<file path="src/rtl/door_ctrl_pkg.sv">
// Shared game definitions: game-state encodings used by door_ctrl and the renderers.
// Optional try limit in door_ctrl is enabled by defining DOOR_TRY_LIMIT_EN.
package door_ctrl_pkg;

  typedef enum logic [3:0] {
    GS_TITLE    = 4'd0,
    GS_STAFF    = 4'd1,
    GS_STAGE1   = 4'd2,
    GS_SUCCESS1 = 4'd3,
    GS_STAGE2   = 4'd4,
    GS_SUCCESS2 = 4'd5,
    GS_STAGE3   = 4'd6,
    GS_SUCCESS3 = 4'd7,
    GS_FAIL     = 4'd8
  } game_state_t;

  localparam logic [1:0] DOOR_FRAME_LAST = 2'd3;

  // Only the playable stages drive the door; menus and results park it.
  function automatic logic is_active_stage(input logic [3:0] gs);
    return (gs == GS_STAGE1) || (gs == GS_STAGE2) || (gs == GS_STAGE3);
  endfunction

endpackage

</file>
<file path="src/rtl/door_ctrl_if.sv">
// Game-side signal bundle for door_ctrl: game events in, door render controls out.
interface door_ctrl_if;
  logic [3:0] state;
  logic       frame_tick;
  logic       key_got;
  logic       door_click;
  logic       isLocked;
  logic [1:0] door_frame;
  logic       door_open;
  logic       stage_clear;
  logic       fail_req;

  modport master (
    output state, frame_tick, key_got, door_click,
    input  isLocked, door_frame, door_open, stage_clear, fail_req
  );

  modport slave (
    input  state, frame_tick, key_got, door_click,
    output isLocked, door_frame, door_open, stage_clear, fail_req
  );
endinterface

</file>
<file path="src/rtl/door_anim_timer.sv">
// Door opening animation timer: holds each frame for ANIM_HOLD frame ticks, saturates at the last frame.
module door_anim_timer
  import door_ctrl_pkg::*;
#(
  parameter int ANIM_HOLD = 6
) (
  input  logic       clk,
  input  logic       rst_n,
  input  logic       clear,
  input  logic       enable,
  input  logic       frame_tick,
  output logic [1:0] frame,
  output logic       done
);

  localparam int HOLD_W = (ANIM_HOLD > 1) ? $clog2(ANIM_HOLD) : 1;
  localparam logic [HOLD_W-1:0] HOLD_LAST = HOLD_W'(ANIM_HOLD - 1);

  logic [HOLD_W-1:0] hold_reg;
  logic [1:0]        frame_reg;
  logic              wrap;

  assign wrap  = enable && frame_tick && (hold_reg == HOLD_LAST);
  // done fires on the wrap that would step past the last frame
  assign done  = wrap && (frame_reg == DOOR_FRAME_LAST);
  assign frame = frame_reg;

  always_ff @(posedge clk) begin
    if (!rst_n || clear) begin
      hold_reg  <= '0;
      frame_reg <= '0;
    end else if (enable && frame_tick) begin
      if (wrap) begin
        hold_reg <= '0;
        if (frame_reg != DOOR_FRAME_LAST) frame_reg <= frame_reg + 2'd1;
      end else begin
        hold_reg <= hold_reg + 1'b1;
      end
    end
  end

endmodule

</file>
<file path="src/rtl/door_ctrl.sv">
// Stage exit door controller: lock, key pickup, click-to-open animation, stage clear pulse.
// Define DOOR_TRY_LIMIT_EN to fail the stage after MAX_TRIES clicks on a locked door.
module door_ctrl
  import door_ctrl_pkg::*;
#(
  parameter int ANIM_HOLD = 6,
  parameter int MAX_TRIES = 3
) (
  input  logic        clk,
  input  logic        rst_n,
  door_ctrl_if.slave  bus
);

  typedef enum logic [2:0] {IDLE, LOCKED, UNLOCKED, OPENING, OPEN} fsm_t;

  fsm_t       fsm_reg;
  logic [3:0] state_prev_reg;
  logic       is_locked_reg;
  logic       door_open_reg;
  logic       stage_clear_reg;
  logic       active;
  logic       changed;
  logic       anim_clear;
  logic       anim_enable;
  logic       anim_done;

  assign active  = is_active_stage(bus.state);
  assign changed = (bus.state != state_prev_reg);

  // Entering, leaving or re-entering a stage and starting a fresh opening all rewind the animation.
  assign anim_clear  = !active || changed || ((fsm_reg == UNLOCKED) && bus.door_click);
  assign anim_enable = (fsm_reg == OPENING);

  door_anim_timer #(.ANIM_HOLD(ANIM_HOLD)) u_anim (
    .clk        (clk),
    .rst_n      (rst_n),
    .clear      (anim_clear),
    .enable     (anim_enable),
    .frame_tick (bus.frame_tick),
    .frame      (bus.door_frame),
    .done       (anim_done)
  );

  always_ff @(posedge clk) begin
    if (!rst_n) begin
      fsm_reg         <= IDLE;
      state_prev_reg  <= GS_TITLE;
      is_locked_reg   <= 1'b1;
      door_open_reg   <= 1'b0;
      stage_clear_reg <= 1'b0;
    end else begin
      state_prev_reg  <= bus.state;
      stage_clear_reg <= 1'b0;
      if (!active) begin
        fsm_reg       <= IDLE;
        is_locked_reg <= 1'b1;
        door_open_reg <= 1'b0;
      end else if (changed) begin
        fsm_reg       <= LOCKED;
        is_locked_reg <= 1'b1;
        door_open_reg <= 1'b0;
      end else begin
        case (fsm_reg)
          LOCKED: begin
            if (bus.key_got) begin
              fsm_reg       <= UNLOCKED;
              is_locked_reg <= 1'b0;
            end
          end
          UNLOCKED: begin
            if (bus.door_click) fsm_reg <= OPENING;
          end
          OPENING: begin
            if (anim_done) begin
              fsm_reg         <= OPEN;
              door_open_reg   <= 1'b1;
              stage_clear_reg <= 1'b1;
            end
          end
          default: fsm_reg <= fsm_reg;
        endcase
      end
    end
  end

  assign bus.isLocked    = is_locked_reg;
  assign bus.door_open   = door_open_reg;
  assign bus.stage_clear = stage_clear_reg;

`ifdef DOOR_TRY_LIMIT_EN
  localparam int TRY_W = (MAX_TRIES > 1) ? $clog2(MAX_TRIES) : 1;
  localparam logic [TRY_W-1:0] TRY_LAST = TRY_W'(MAX_TRIES - 1);

  logic [TRY_W-1:0] tries_reg;
  logic             fail_req_reg;
  logic             locked_click;

  // A click coinciding with the key pickup is spent on the key, not counted.
  assign locked_click = (fsm_reg == LOCKED) && active && !changed
                        && bus.door_click && !bus.key_got;

  always_ff @(posedge clk) begin
    if (!rst_n || !active || changed) begin
      tries_reg    <= '0;
      fail_req_reg <= 1'b0;
    end else begin
      fail_req_reg <= 1'b0;
      if (locked_click) begin
        if (tries_reg == TRY_LAST) begin
          tries_reg    <= '0;
          fail_req_reg <= 1'b1;
        end else begin
          tries_reg <= tries_reg + 1'b1;
        end
      end
    end
  end

  assign bus.fail_req = fail_req_reg;
`else
  // MAX_TRIES has no effect in this build; referenced only to keep it a used parameter.
  assign bus.fail_req = 1'b0 & (MAX_TRIES > 0);
`endif

endmodule

</file>
<file path="src/flat_wrapper.sv">
// flat-port wrapper written by rule: the top's interface ports become plain ports
module door_ctrl_flat import door_ctrl_pkg::*;
#(
  parameter int ANIM_HOLD = 6,
  parameter int MAX_TRIES = 3
)
  (clk, rst_n, bus_state, bus_frame_tick, bus_key_got, bus_door_click, bus_isLocked, bus_door_frame, bus_door_open, bus_stage_clear, bus_fail_req);
  door_ctrl_if bus_i ();
  input  logic clk;
  input  logic rst_n;
  input wire logic [$bits(bus_i.state)-1:0] bus_state;
  input wire logic [$bits(bus_i.frame_tick)-1:0] bus_frame_tick;
  input wire logic [$bits(bus_i.key_got)-1:0] bus_key_got;
  input wire logic [$bits(bus_i.door_click)-1:0] bus_door_click;
  output wire logic [$bits(bus_i.isLocked)-1:0] bus_isLocked;
  output wire logic [$bits(bus_i.door_frame)-1:0] bus_door_frame;
  output wire logic [$bits(bus_i.door_open)-1:0] bus_door_open;
  output wire logic [$bits(bus_i.stage_clear)-1:0] bus_stage_clear;
  output wire logic [$bits(bus_i.fail_req)-1:0] bus_fail_req;
  assign bus_i.state = bus_state;
  assign bus_i.frame_tick = bus_frame_tick;
  assign bus_i.key_got = bus_key_got;
  assign bus_i.door_click = bus_door_click;
  assign bus_isLocked = bus_i.isLocked;
  assign bus_door_frame = bus_i.door_frame;
  assign bus_door_open = bus_i.door_open;
  assign bus_stage_clear = bus_i.stage_clear;
  assign bus_fail_req = bus_i.fail_req;
  door_ctrl #(.ANIM_HOLD(ANIM_HOLD), .MAX_TRIES(MAX_TRIES)) u_core (.clk(clk), .rst_n(rst_n), .bus(bus_i));
endmodule
</file>
<file path="config.mk">
export PLATFORM = sky130hd
export DESIGN_NAME = door_ctrl_flat
export DESIGN_NICKNAME = d
export VERILOG_FILES = /design/src/rtl/door_ctrl_pkg.sv /design/src/rtl/door_ctrl_if.sv /design/src/rtl/door_anim_timer.sv /design/src/rtl/door_ctrl.sv /design/src/flat_wrapper.sv
export SDC_FILE = /design/constraint.sdc
export NUM_CORES = 1
export LEC_CHECK = 0
export ABC_AREA = 0
export CORE_AREA = 4 4 41 43
export CTS_BUF_LIST = sky130_fd_sc_hd__clkbuf_8
export DETAILED_ROUTE_END_ITERATION = 6
export DIE_AREA = 0 0 45 47
export PLACE_DENSITY = 0.88
export RECOVER_POWER = 25
export SLEW_MARGIN = 20
export SYNTH_ARGS = -nofsm -noshare
export SYNTH_HDL_FRONTEND = slang
export SYNTH_SLANG_ARGS = --single-unit
</file>
<file path="constraint.sdc">
create_clock -name clk -period 2.7 [get_ports clk]
set_input_delay 0.54 -clock clk [delete_from_list [all_inputs] [get_ports clk]]
set_output_delay 0.54 -clock clk [all_outputs]
set_load 0.01 [all_outputs]
</file>
## Yosys cells after proc, flatten, opt, wreduce, memory -nomap -nowiden

Index checks and enable logic that the tools add are counted.

- Bits in registers: 15
- Latch bits: 0
- RAM bits: 0
- Memory bits (read-only): 0
- Memories kept: 0

- Add/sub/neg operators: 2
- Multipliers: 0
- Div/mod/pow operators: 0
- Magnitude comparators: 0
- Equality and inequality tests: 16
- Shifts and indexed selects: 0
- Muxes and demuxes: 7
- Bitwise logic cells: 3
- Reductions and logical operators: 21

Operators by type and width:

| operator | count |
|---|---|
| 3-bit two-way mux | 4 |
| 3-bit one-hot mux with 3 select lines | 1 |
| 4-bit by 3-bit == test with 1-bit output (second input constant) | 2 |
| 4-bit AND reduction | 2 |
| 3-bit by 2-bit == test with 1-bit output (second input constant) | 2 |
| 2-bit inequality test (second input constant) | 3 |
| 3-bit by 2-bit inequality test with 1-bit output (second input constant) | 2 |
| 2-bit AND reduction | 3 |
| 1-bit logical OR | 5 |
| 4-bit by 2-bit == test with 1-bit output (second input constant) | 1 |
| 1-bit logical AND | 4 |
| 4-bit inequality test | 1 |
| 4-bit nonzero test | 1 |
| 4-bit OR reduction | 1 |
| 3-bit by 1-bit adder with 3-bit output (second input constant) | 1 |
| 3-bit by 1-bit == test with 1-bit output (second input constant) | 1 |
| 3-bit == test (second input constant) | 1 |
| 3-bit by 1-bit inequality test with 1-bit output (second input constant) | 1 |
| 1-bit inverter | 3 |
| 3-bit AND reduction | 1 |
| 3-bit nonzero test | 1 |
| 3-bit OR reduction | 1 |
| 2-bit by 1-bit adder with 2-bit output (second input constant) | 1 |
| 2-bit == test (second input constant) | 1 |
| 3 further kinds | 5 |

## Depth between registers and ports, before layout

- Depth after elaboration: 7
- Depth in mapped cells: 6
- Mapped depth without buffers: 6

## Modules after synthesis

Synthesis repeated with hierarchy kept, for this count alone.

- Cells, all modules: 74
- Area, all modules: 695.7 um^2

By module, submodules not included:

| module | instances | cells each | area each (um^2) | seq. area each (um^2) |
|---|---|---|---|---|
| door_ctrl | 1 | 44 | 430.4 | 200.2 |
| door_anim_timer | 1 | 30 | 265.3 | 100.1 |

## Worst setup path before layout

OpenSTA, ideal clock, no wires.

- Kind: in2reg
- Start point: in bus_state[3]
- End point: reg u_core.fsm_reg[1]
- Arrival: 1.361 ns
- Required time: 2.628 ns
- Setup slack: 1.267 ns
- Cell stages on the path: 4
- Buffers on the path: 0
- Cell sequence: xor2_1 nor4_4 and2_2 nor3b_2

- Word-level cells in the longest chain between the ends: 5
- Elaborated cells between the ends (all ways): 8

Ends and longest elaborated chain:

| element | line | text |
|---|---|---|
| start: declaration | flat_wrapper.sv:11 | `input wire logic [$bits(bus_i.state)-1:0] bus_state;` |
| 4-bit by 2-bit == test with 1-bit output or 4-bit by 3-bit == test with 1-bit output (tied branches) | door_ctrl_pkg.sv:21 | `return (gs == GS_STAGE1) \|\| (gs == GS_STAGE2) \|\| (gs == GS_STAGE3);` |
| 1-bit logical OR (2 in a row) | door_ctrl_pkg.sv:21 |  |
| 1-bit inverter (no line) | -- |  |
| 3-bit OR reduction (no line) * | -- |  |
| end signal: assignment | door_ctrl.sv:80 | `default: fsm_reg <= fsm_reg;` |
| end: declaration | door_ctrl.sv:16 | `fsm_t fsm_reg;` |

Mark *: on every way between the ends. The rest lies on a longest branch, timed or not.
A chain may end at the register's enable or synchronous reset.

## Worst setup path after layout

- Start point: in bus_state[3]
- End point: reg u_core.u_anim.hold_reg[1]

- Word-level cells in the longest chain between the ends: 7
- Elaborated cells between the ends (all ways): 10

Ends and longest elaborated chain:

| element | line | text |
|---|---|---|
| 4-bit by 2-bit == test with 1-bit output or 4-bit by 3-bit == test with 1-bit output (tied branches) | door_ctrl_pkg.sv:21 |  |
| 1-bit logical OR (2 in a row) | door_ctrl_pkg.sv:21 |  |
| 1-bit logical NOT | door_ctrl.sv:31 | `assign anim_clear = !active \|\| changed \|\| ((fsm_reg == UNLOCKED) && bus.door_click);` |
| 1-bit logical OR * (2 in a row) | door_ctrl.sv:31 |  |
| 1-bit logical OR * | door_anim_timer.sv:29 | `if (!rst_n \|\| clear) begin` |
| end signal: assignment | door_anim_timer.sv:37 | `hold_reg <= hold_reg + 1'b1;` |
| end: declaration | door_anim_timer.sv:19 | `logic [HOLD_W-1:0] hold_reg;` |

Marks and branches as above.

==> results.md <==
- The floorplan row count is 13.
- Once placement finished, the instance area stood at 838 um^2.
- From synthesis to final layout, the design area changed by 26.9%.
- In this run, the number of DRC markers left after iteration 0 of detailed routing was 8.
- The number of hold-slack violations in the final timing report came to 0.
- For this run, the total global-route usage over all layers was measured as 0.146.
- The slowest stage of the critical path is the sky130_fd_sc_hd__clkdlybuf4s50_1 cell.
- The number of DRC violations after detailed routing is 0.
- The number of antenna violations at the first check in global routing came to 0.
- The finished layout holds between 90 and 100 standard cells, fillers aside.
- The via count of the first global-routing pass is between 500 and 600.
- The power density over the cells is 491 nW/um^2.
- The count of synthesis-stage warnings from yosys is 0.
- After global routing the overflow that remains totals 0.
- The sort of element at the start of the critical path is an input pin.
- The maximum VDD drop is ~330 uV.
- The sum of negative setup slack is 0 ns.
- For this block, the via count after detailed routing is approximately 530.
- The post-cts resize count is 0.
- In the synthesized netlist, the number of instances is 67.
- The type of destination of the critical path is a register.
- The logic depth of the worst path, buffers included is 5.
- The sum of buffers and inverters on the critical path is 1.
- The die is roughly 47 um tall.
- The number of antenna diodes in the final layout is 0.
- For the worst-skew pair, the clock arrives at the later sink with an insertion delay of 0.24 ns.
- The register with the most flip-flops in the layout has 4 of them.
- After layout, the minimum clock period comes to 1.81 ns.
- The number of buffers created by CTS is 3.
- Once detail routing completed, the nets flagged for antenna violations numbered 0.
- The signal on the critical path passes through clkdlybuf4s50_1 -> xor2_1 -> nor4_4 -> nand3_2 -> nor3_1.
- Entering global routing, the biggest net connects 10 pins.
- The number of maximum-capacitance violations is 0.
- The number of nets in the synthesized netlist is around 80.
- The number of I/O port buffers is 13.
- The setup violation total in the final timing report is 0.
- In this run the mean area of a mapped cell was 10.4 um^2.
- The number of setup buffers added after CTS is 0.
- The cell family contributing the most delay on the critical path is simple AND/OR/NAND/NOR gates.
- The global placer's final weighted congestion is ~0.69.
- The TritonCTS clock tree is built.
- The floorplan step defined a die boundary enclosing about 2100 um^2.
- In the final layout, the share of cells above drive strength 1 is 0.145.
- The worst hold margin is 0.461 ns.
- The run finished with clean final reports.
- The final design utilization is 0.680.
- The worst hold path belongs to the class register to register.
- The wire length of the first global-routing pass is 2.14 mm.
- After clock tree synthesis, the clock-pin slew on the worst setup and hold paths is around 0.06 ns.
- The worst register-to-register path has a depth of 4.
- The number of fill cells in the layout is between 100 and 150.
- The classification of the worst setup path is input pin to register.
- Setup repair after global routing left no endpoint under its margin.
- The final net count is between 90 and 100.
- In this run the count of I/O pins placed on the die edge is 15.
- Data on the critical path is required at its endpoint by about 2.9 ns.
- The cell at the root of the clock tree is sky130_fd_sc_hd__clkbuf_8.
- Along the worst path, the maximum fanout reaches 5.
- The maximum single-stage delay on the critical path is roughly 0.47 ns.
- Dividing the detail-routed via count by the number of cells gives 5.38.
- Wires add up to 1.21 mm.
- Detailed placement ended at an HPWL of approximately 960 um.
- In the finished design, the share of the clock period the worst path needs comes to 0.672.
- The total of hold buffers inserted after clock tree synthesis is 0.
- The core footprint is about 1300 um^2.
- Across the routed clock network, the largest skew measured is 0.000863 ns.
- After detailed routing, the average wire length per cell comes to 12.4 um.
- For this run, the detailed router's first-pass iteration total came to 4.
- The sequential area share after synthesis is 0.431.
- Based on the critical path, the design can be clocked at up to approximately 550 MHz.
- In the final layout, the multi-input gates occupy 385 um^2.
- The data arrival time at the worst-slack endpoint is between 1.5 and 2 ns.
- The synthesis-stage register bit count is 15.
- The count of final max-slew check failures is 0.
- In this run the deepest clock path goes through 2 buffers.
- The cell area after layout is ~880 um^2.
- The sequential standard cell area is around 300 um^2.
- In this run the cell area of the synthesized design comes to roughly 700 um^2.
- The number of placed instances, taps included, is 94.
- The effective utilization at floorplan is 0.536.
- The number of cells traversed by the worst hold path is 2.
- For this design, the sink count on the clock tree is 15.
- The H-tree level count is 1.
- The cell leakage power is approximately 0.00033 uW.
- The count of distinct cell types in the synthesized netlist is 30.
- The horizontal die dimension is 45 um.
synthesized netlist by cell type:
| master | instances | share of area |
|---|---|---|
| sky130_fd_sc_hd__xor2_1 | 5 | 0.063 |
| sky130_fd_sc_hd__nor4_4 | 1 | 0.031 |
| sky130_fd_sc_hd__nor2_2 | 1 | 0.0090 |
| sky130_fd_sc_hd__nand3_2 | 1 | 0.014 |
| sky130_fd_sc_hd__and2_1 | 5 | 0.045 |
| sky130_fd_sc_hd__ha_1 | 3 | 0.054 |
| sky130_fd_sc_hd__dfxtp_1 | 15 | 0.43 |
| sky130_fd_sc_hd__or3b_1 | 1 | 0.013 |
| sky130_fd_sc_hd__or4b_1 | 1 | 0.014 |
| sky130_fd_sc_hd__a21oi_1 | 2 | 0.014 |
| sky130_fd_sc_hd__nor3_1 | 2 | 0.014 |
| sky130_fd_sc_hd__nor3b_2 | 1 | 0.018 |
| sky130_fd_sc_hd__nand4b_4 | 1 | 0.034 |
| sky130_fd_sc_hd__inv_1 | 1 | 0.0054 |
| sky130_fd_sc_hd__o31ai_1 | 1 | 0.011 |
| sky130_fd_sc_hd__nand3_1 | 1 | 0.0072 |
| sky130_fd_sc_hd__nor3_2 | 1 | 0.014 |
| sky130_fd_sc_hd__o21a_1 | 2 | 0.022 |
| sky130_fd_sc_hd__and2_2 | 1 | 0.011 |
| sky130_fd_sc_hd__xnor2_1 | 1 | 0.013 |
| sky130_fd_sc_hd__or4bb_1 | 1 | 0.016 |
| sky130_fd_sc_hd__o2111ai_1 | 1 | 0.013 |
| sky130_fd_sc_hd__nor4b_2 | 1 | 0.022 |
| sky130_fd_sc_hd__nand2_1 | 3 | 0.016 |
| sky130_fd_sc_hd__conb_1 | 1 | 0.0054 |
| sky130_fd_sc_hd__and3_1 | 1 | 0.0090 |
| sky130_fd_sc_hd__o21ai_0 | 2 | 0.014 |
| sky130_fd_sc_hd__nor2_1 | 8 | 0.043 |
| sky130_fd_sc_hd__mux2i_1 | 1 | 0.014 |
| sky130_fd_sc_hd__buf_4 | 1 | 0.011 |
power breakdown:
group / switching (uW) / internal, uW
registers: 2.13 / 225
logic: 13.9 / 17.4
clock network: 74.0 / 102
total: 90.1 / 345
cell usage in the layout (no fill, tap or decap), types with 2 or more instances in the layout:
| master | netlist | final |
|---|---|---|
| sky130_fd_sc_hd__a21oi_1 | 2 | 2 |
| sky130_fd_sc_hd__and2_0 | 0 | 2 |
| sky130_fd_sc_hd__and2_1 | 5 | 3 |
| sky130_fd_sc_hd__clkbuf_8 | 0 | 3 |
| sky130_fd_sc_hd__clkdlybuf4s50_1 | 0 | 11 |
| sky130_fd_sc_hd__dfxtp_1 | 15 | 15 |
| sky130_fd_sc_hd__dlygate4sd3_1 | 0 | 2 |
| sky130_fd_sc_hd__ha_1 | 3 | 3 |
| sky130_fd_sc_hd__nand2_1 | 3 | 3 |
| sky130_fd_sc_hd__nor2_1 | 8 | 8 |
| sky130_fd_sc_hd__nor3_1 | 2 | 2 |
| sky130_fd_sc_hd__o21a_1 | 2 | 2 |
| sky130_fd_sc_hd__o21ai_0 | 2 | 2 |
| sky130_fd_sc_hd__xor2_1 | 5 | 5 |
metal layers:
layer	vias up	track usage	routed length (um)
li1	265	-	-
met1	244	0.167	502
met2	13	0.240	614
met3	5	0.0345	61
met4	0	0.105	33
met5	-	0	0
final timing paths:
check | end | slack [ns] | start
worst max-delay path | u_core.u_anim.hold_reg[1] | 0.89 | bus_state[3]
worst min-delay path | u_core.bus.isLocked | 0.46 | u_core.bus.isLocked
worst max register to register | u_core.fsm_reg[0] | 1.34 | u_core.fsm_reg[1]
worst min register to register | u_core.bus.isLocked | 0.46 | u_core.bus.isLocked
metrics by stage:
step | total power [uW] | worst slack, ns
finish | 435 | 0.887
global route | 453 | 0.779
CTS | 440 | 0.870
detailed placement | 264 | 0.621
global placement | 263 | 0.730
floorplan | 248 | 1.27
logic make-up after synthesis:
logic type,Yosys count,share of synthesized area
AOI/OAI and AO/OA,8,0.0736
xor gates and xnor gates,6,0.0754
adders and majority gates,3,0.0539
buffers and inverters,2,0.0162
DFF,15,0.431
muxes,1,0.0144
other,1,0.00538
and+or+nand+nor,31,0.330
worst register-to-register path: stages (launching register included):
cell and delay (ns):
sky130_fd_sc_hd__dfxtp_1 0.45, sky130_fd_sc_hd__nand4b_4 0.20, sky130_fd_sc_hd__nor2_2 0.29, sky130_fd_sc_hd__o2111ai_1 0.14, sky130_fd_sc_hd__and2_1 0.18
cell type report:
type                       count  area share
clock buffer                   3      0.0467
clock inverter                 1     0.00566
timing repair buffer          13       0.147
tap                           15      0.0212
inverter                       1     0.00424
sequential                    15       0.339
multi-input combinational     50       0.436
(Power assumes the default switching activity.)
